===== src/rtl/add_arbiter.sv =====
// Round-robin arbiter sharing one combinational ADD unit between two requesters.
// The operands are registered, and the result is returned through a valid/ready handshake.
module add_arbiter #(
  parameter int WIDTH = 16,
  parameter int CNT_W = 16
) (
  input  logic             clk,
  input  logic             rst,
  input  logic             req0,
  input  logic [WIDTH-1:0] a0,
  input  logic [WIDTH-1:0] b0,
  output logic             gnt0,
  input  logic             req1,
  input  logic [WIDTH-1:0] a1,
  input  logic [WIDTH-1:0] b1,
  output logic             gnt1,
  output logic [WIDTH-1:0] add_a,
  output logic [WIDTH-1:0] add_b,
  input  logic [WIDTH-1:0] add_sum,
  input  logic             add_overflow,
  input  logic             add_carry,
  output logic             rsp_valid,
  input  logic             rsp_ready,
  output logic             rsp_id,
  output logic [WIDTH-1:0] rsp_sum,
  output logic             rsp_overflow,
  output logic             rsp_carry,
  output logic             busy,
  output logic [CNT_W-1:0] op_count
);

  typedef enum logic [1:0] {IDLE, EXEC, RESP} state_t;

  state_t           r_state;
  state_t           w_next;
  logic [WIDTH-1:0] r_a;
  logic [WIDTH-1:0] r_b;
  logic             r_owner;
  logic             r_last;
  logic             r_gnt0;
  logic             r_gnt1;
  logic             r_rsp_valid;
  logic             r_rsp_id;
  logic [WIDTH-1:0] r_sum;
  logic             r_ovf;
  logic             r_cry;
  logic [CNT_W-1:0] r_cnt;
  logic             w_req_any;
  logic             w_pick1;

  assign w_req_any = req0 | req1;
  // When both requesters are asking, the grant goes to the one that did not win last.
  assign w_pick1   = req1 & (~req0 | ~r_last);

  always_ff @(posedge clk) begin
    if (rst) r_state <= IDLE;
    else     r_state <= w_next;
  end

  always_comb begin
    w_next = r_state;
    case (r_state)
      IDLE:    if (w_req_any) w_next = EXEC;
      EXEC:    w_next = RESP;
      RESP:    if (rsp_ready) w_next = IDLE;
      default: w_next = IDLE;
    endcase
  end

  always_ff @(posedge clk) begin
    if (rst) begin
      r_a         <= '0;
      r_b         <= '0;
      r_owner     <= 1'b0;
      r_last      <= 1'b1;
      r_gnt0      <= 1'b0;
      r_gnt1      <= 1'b0;
      r_rsp_valid <= 1'b0;
      r_rsp_id    <= 1'b0;
      r_sum       <= '0;
      r_ovf       <= 1'b0;
      r_cry       <= 1'b0;
      r_cnt       <= '0;
    end else begin
      r_gnt0 <= 1'b0;
      r_gnt1 <= 1'b0;
      case (r_state)
        IDLE: begin
          if (w_req_any) begin
            r_a     <= w_pick1 ? a1 : a0;
            r_b     <= w_pick1 ? b1 : b0;
            r_owner <= w_pick1;
            r_last  <= w_pick1;
            r_gnt0  <= ~w_pick1;
            r_gnt1  <= w_pick1;
          end
        end
        EXEC: begin
          r_sum       <= add_sum;
          r_ovf       <= add_overflow;
          r_cry       <= add_carry;
          r_rsp_id    <= r_owner;
          r_rsp_valid <= 1'b1;
        end
        RESP: begin
          if (rsp_ready) begin
            r_rsp_valid <= 1'b0;
            r_cnt       <= r_cnt + CNT_W'(1);
          end
        end
        default: ;
      endcase
    end
  end

  assign gnt0         = r_gnt0;
  assign gnt1         = r_gnt1;
  assign add_a        = r_a;
  assign add_b        = r_b;
  assign rsp_valid    = r_rsp_valid;
  assign rsp_id       = r_rsp_id;
  assign rsp_sum      = r_sum;
  assign rsp_overflow = r_ovf;
  assign rsp_carry    = r_cry;
  assign busy         = (r_state != IDLE);
  assign op_count     = r_cnt;

endmodule


===== config.mk =====
export PLATFORM = sky130hd
export DESIGN_NAME = add_arbiter
export DESIGN_NICKNAME = d
export VERILOG_FILES = /design/src/rtl/add_arbiter.sv
export SDC_FILE = /design/constraint.sdc
export NUM_CORES = 1
export LEC_CHECK = 0
export CAP_MARGIN = 20
export CORE_ASPECT_RATIO = 0.7
export CORE_MARGIN = 2
export CORE_UTILIZATION = 34
export CTS_CLUSTER_DIAMETER = 150
export DETAILED_ROUTE_END_ITERATION = 8
export PLACE_DENSITY = 0.79
export SLEW_MARGIN = 20
export SYNTH_ARGS = -nofsm -noshare
export SYNTH_HDL_FRONTEND = slang
export SYNTH_SLANG_ARGS = --single-unit

===== constraint.sdc =====
create_clock -name clk -period 1.65 [get_ports clk]
set_clock_uncertainty 0.1 [all_clocks]
set_input_delay 0.33 -clock clk [delete_from_list [all_inputs] [get_ports clk]]
set_output_delay 0.33 -clock clk [all_outputs]
set_load 0.01 [all_outputs]

* After elaboration in Yosys (flattened, before gate mapping)
Index checks and enable logic that the tools add are counted.
** Cells by class
- Add/subtract/negate cells :: 1
- Equal/unequal tests :: 4
- Muxes and demuxes :: 7
- Bitwise operators :: 8
- Reduce and logical (&&, ||, !) cells :: 8
** Operators by type and width (count)
- 2-to-1 mux 16 bit :: 2
- adder 16 x 1 -> 16 bit (second input constant) :: 1
- AND reduction 2 bit :: 4
- case mux 2 bit (3 select lines) :: 1
- inverter 1 bit :: 5
- 2-to-1 mux 2 bit :: 2
- != test 2 bit (second input constant) :: 2
- nonzero test 2 bit :: 2
- OR reduction 3 bit :: 1
- == test 2 x 1 -> 1 bit (second input constant) :: 1
- == test 2 bit (second input constant) :: 1
- logical NOT 2 bit :: 1
- OR 1 bit :: 2
- case mux 1 bit (2 select lines) :: 1
- AND 1 bit :: 1
- 2-to-1 mux 1 bit :: 1
** Storage, ports and cells
- Register bits after elaboration :: 74
- Input port bits :: 87
- Output and inout bits :: 71
- Word-level logic and storage cells :: 41

* Longest topological paths before layout
- Depth after elaboration :: 4
- Depth in mapped cells :: 7

* Least setup slack after synthesis
Ideal clock, no wire load.
- Kind :: reg2reg
- Start :: register r_cnt[3], in the netlist op_count[3]
- End :: register r_cnt[13], in the netlist op_count[13]
- Setup time :: 70 ps
- Arrival time :: 1444 ps
- Required time :: 1480 ps
- Path slack :: 35 ps
- Cell stages (with the launch flop) :: 5
- Buffers on the path :: 0
- Period minus slack after synthesis :: 1615 ps
- Cells stage by stage :: dfxtp_1 -> and4_4 -> nand3_2 -> or4_1 -> a21oi_1
** On the way
- Cells in the longest elaborated chain, start to end :: 1
** Ends and longest elaborated chain
- start, declared :: line 47 : logic [CNT_W-1:0] r_cnt;
- start signal, assigned :: line 108 : r_cnt <= r_cnt + CNT_W'(1);
- adder 16 x 1 -> 16 bit :: line 108
Every way passes these cells.
A chain may end at the register's enable or synchronous reset.

* Worst setup path in the final report
- Start :: input port rsp_ready
- End :: register r_cnt[15], in the netlist op_count[15]
** On the way
- Cells in the longest elaborated chain, start to end :: 1
** Ends and longest elaborated chain
- start, declared :: line 23 : input logic rsp_ready,
- AND reduction 2 bit (no line)
Every way passes these cells.

==> results.yml <==
worst_hold_path:
  worstHoldPathType: "input port to flop"
  min_delay_worst_endpoint: "r_state[0]"
  hold_depth: 3
  worst_hold_startpoint: "rst"
global_route:
  grt_pass1_vias: 3013
  met1_usage_pct: 20.6
  grt_start_max_net_pins: 38
  busiest_layer: "met2"
  grtUsageMet2_pct: 33.8
  use_met3_pct: 8.53
  global_route.usage.total_pct: 19.1
  total_gr_overflow: 0
  antenna_found_initial: 0
  wire_length_of_the_first_global_routing_pass_mm: 13.7
routing:
  detail_route.drc_violations: 0
  totalWireLength_mm: 8.82
  antenna_left: 0
  routed-via-count: 2915
  drt_first_iter_violations: 202
  via_per_inst: 4.98
  post_drt_wl_per_cell_um: 15.1
  detail_route.first_pass.iterations: 5
floorplan:
  row_count: 27
  coreArea_sq_mm: 0.00794
  die_area_sq_mm: 0.00904
  initial_utilization_pct: 35.5
  die_x_um: 113
  dieHeight_um: 80.2
  io-pin-count: 158
logic_synthesis:
  synth.area.top_cells: "dfxtp_1 (53%), a222oi_1 (11%), nand2_1 (6.0%)"
  synth.most_common_cell: "dfxtp_1"
  ffs_w_async_s_r_synth_pct: 0
  synth_nets: 389
  yosys_reg_bits: 74
  synth_cell_types: 38
  synth.avg_cell_area_sq_um: 9.36
  post_syn_area_sq_mm: 0.00282
  seq_area_frac_synth_pct: 52.6
  yosys-top-cells-count: "dfxtp_1 (74), nand2_1 (45), inv_1 (36)"
  netlist.top_cell.by_area: "dfxtp_1"
  synthCells: 301
  yosys_warnings: 0
  number_of_enable_flip_flop_cells_after_synthesis: 0
  synthFlopType: "dfxtp_1"
  synth.top_cell.area_share_pct: 52.6
cells_and_area:
  synthToLayoutAreaGrowth_pct: 79.0
  diodes: 0
  drive_gt1_share_pct: 13.0
  nNetsFinal: 567
  sequential_cell_area_sq_mm: 0.00149
  final.fill_count: 662
  combined_area_of_the_multi_input_logic_cells_sq_mm: 0.00112
clock_network:
  cts_max_path_buffers: 2
  hold_buffer_count_at_cts: 0
  cts.sink_count: 74
  worst_setup_hold_path_clk_slew_ns: 0.06
  cts-root-buf: "clkbuf_16"
  cts_tree: "done"
  numCtsBuffers: 9
  worst_skew_pair.late_latency_ns: 0.32
  h-tree-depth: 3
setup_path:
  worst_setup_path_end_kind: "flop"
  r2r_start: "op_count[9]"
  worst-setup-path-type: "input port to flop"
  worst_setup_path_start_kind: "input port"
  ff2ff_path_depth: 4
  crit-reg2reg-capture: "op_count[13]"
  worstPathMaxFanout: 6
  critPathArrivalTime_ns: 1.78
  worst-endpoint-required_ns: 1.80
  worst_r2r_setup_slack_ns: 0.04
sta:
  min_period_over_period_pct: 98.6
  finalHoldViolCount: 0
  min_period_ns: 1.63
  fmax_mhz: 614
  max_slew_margin_pct: 73.0
  unrepaired_setup_endpoints_after_global_routing: "yes"
  max_slew.worst_pin.slew_ns: 0.406
  setup_viol: 0
  holdWs_ns: 0.298
  slew_violations: 0
power_and_ir_drop:
  power_density_mw_per_mm2: 924
  p_total_uw: 4660
  ir_worst_vdd_v: 0.000674
  cellLeakagePower_uw: 0.00270
placement:
  portBuffers: 157
  last_weighted_congestion_value_of_the_routability_driven_placer: 0.796
  hpwl_mm: 6.31
job:
  maxCapViolCount: 0
outcome:
  outcome: "finished clean"
[worst max path at each step]
stage / start / end / slack, ns / cells past startpoint
2_1_floorplan: op_count[3] / op_count[13] / 0.04 / 4
3_3_place_gp: rsp_ready / op_count[14] / -0.31 / 6
3_5_place_dp: rsp_ready / op_count[12] / -0.35 / 6
4_1_cts: add_b[9] / add_b[9] / 0.001 / 1
5_1_grt: rsp_ready / op_count[13] / -0.03 / 6
6_report: rsp_ready / op_count[15] / 0.02 / 5
[cell usage in the layout (no fill, tap or decap), types with 4 or more instances in the layout]
cell type,n
dlymetal6s2s_1,30
nor2_1,11
nand4_1,4
clkbuf_16,10
inv_1,36
clkdlybuf4s50_1,94
dfxtp_1,71
a222oi_1,32
xor2_1,7
a21oi_1,25
dlygate4sd2_1,32
nand2_1,45
buf_4,26
nor3_1,4
[timing repair]
item                       4_1_cts  5_1_grt
gates cloned                     0        1
setup endpoints to repair       34       51
resized for setup               36       41
pin swaps                        1        7
setup buffers                    0        2
[final cells by class]
type | instances | share of cell area, %
timing repair buffer | 188 | 37.5
sequential | 74 | 29.5
multi-input combinational | 170 | 22.3
clock buffer | 14 | 5.43
inverter | 36 | 2.68
tap | 101 | 2.51
clock inverter | 2 | 0.199
[flip-flops by register name, indices dropped and copies added (netlist names), 2 cells and up]
name,count
add_b,16
add_a,16
r_state,2
rsp_sum,16
op_count,16
[layer usage]
metal / routed length [um] / vias to the layer above
li1: - / 1426
met5: 0 / -
met2: 4320 / 124
met4: 123 / 0
met1: 3560 / 1353
met3: 808 / 12
[cells by family after synthesis]
group / synth area share [%]
and+or+nand+nor: 16.2
DFF: 52.6
AOI/OAI and AO/OA: 18.7
buffers and inverters: 8.66
xor gates and xnor gates: 3.11
muxes: 0.355
adders and majority gates: 0.444
[worst max-delay path: stages]
cell and delay, ns:
clkdlybuf4s50_1 0.48, and4b_2 0.29, nand3_4 0.11, or4_1 0.40, a21oi_1 0.16
[power by group]
| group | internal, uW | leakage [uW] | switching [uW] |
|---|---|---|---|
| logic | 482 | 0.00195 | 344 |
| clock network | 1140 | 0.000143 | 705 |
| registers | 1920 | 0.000607 | 68.0 |
| total | 3540 | 0.00270 | 1120 |
[stage by stage]
step                      setup TNS [ns]  cell area (sq um)  worst slack [ns]  util, %  cells
after global placement            -10.28               4640            -0.306     58.5    566
after floorplan                        0               2820            0.0352        -    301
after CTS                              0               4890           0.00148     61.6    582
final                                  0               5040            0.0225     63.5    585
after global routing             -0.0560               5040           -0.0273     63.5    585
after detailed placement          -11.94               4640            -0.350     58.5    566
Note: power is estimated with default switching activity, not from simulation.
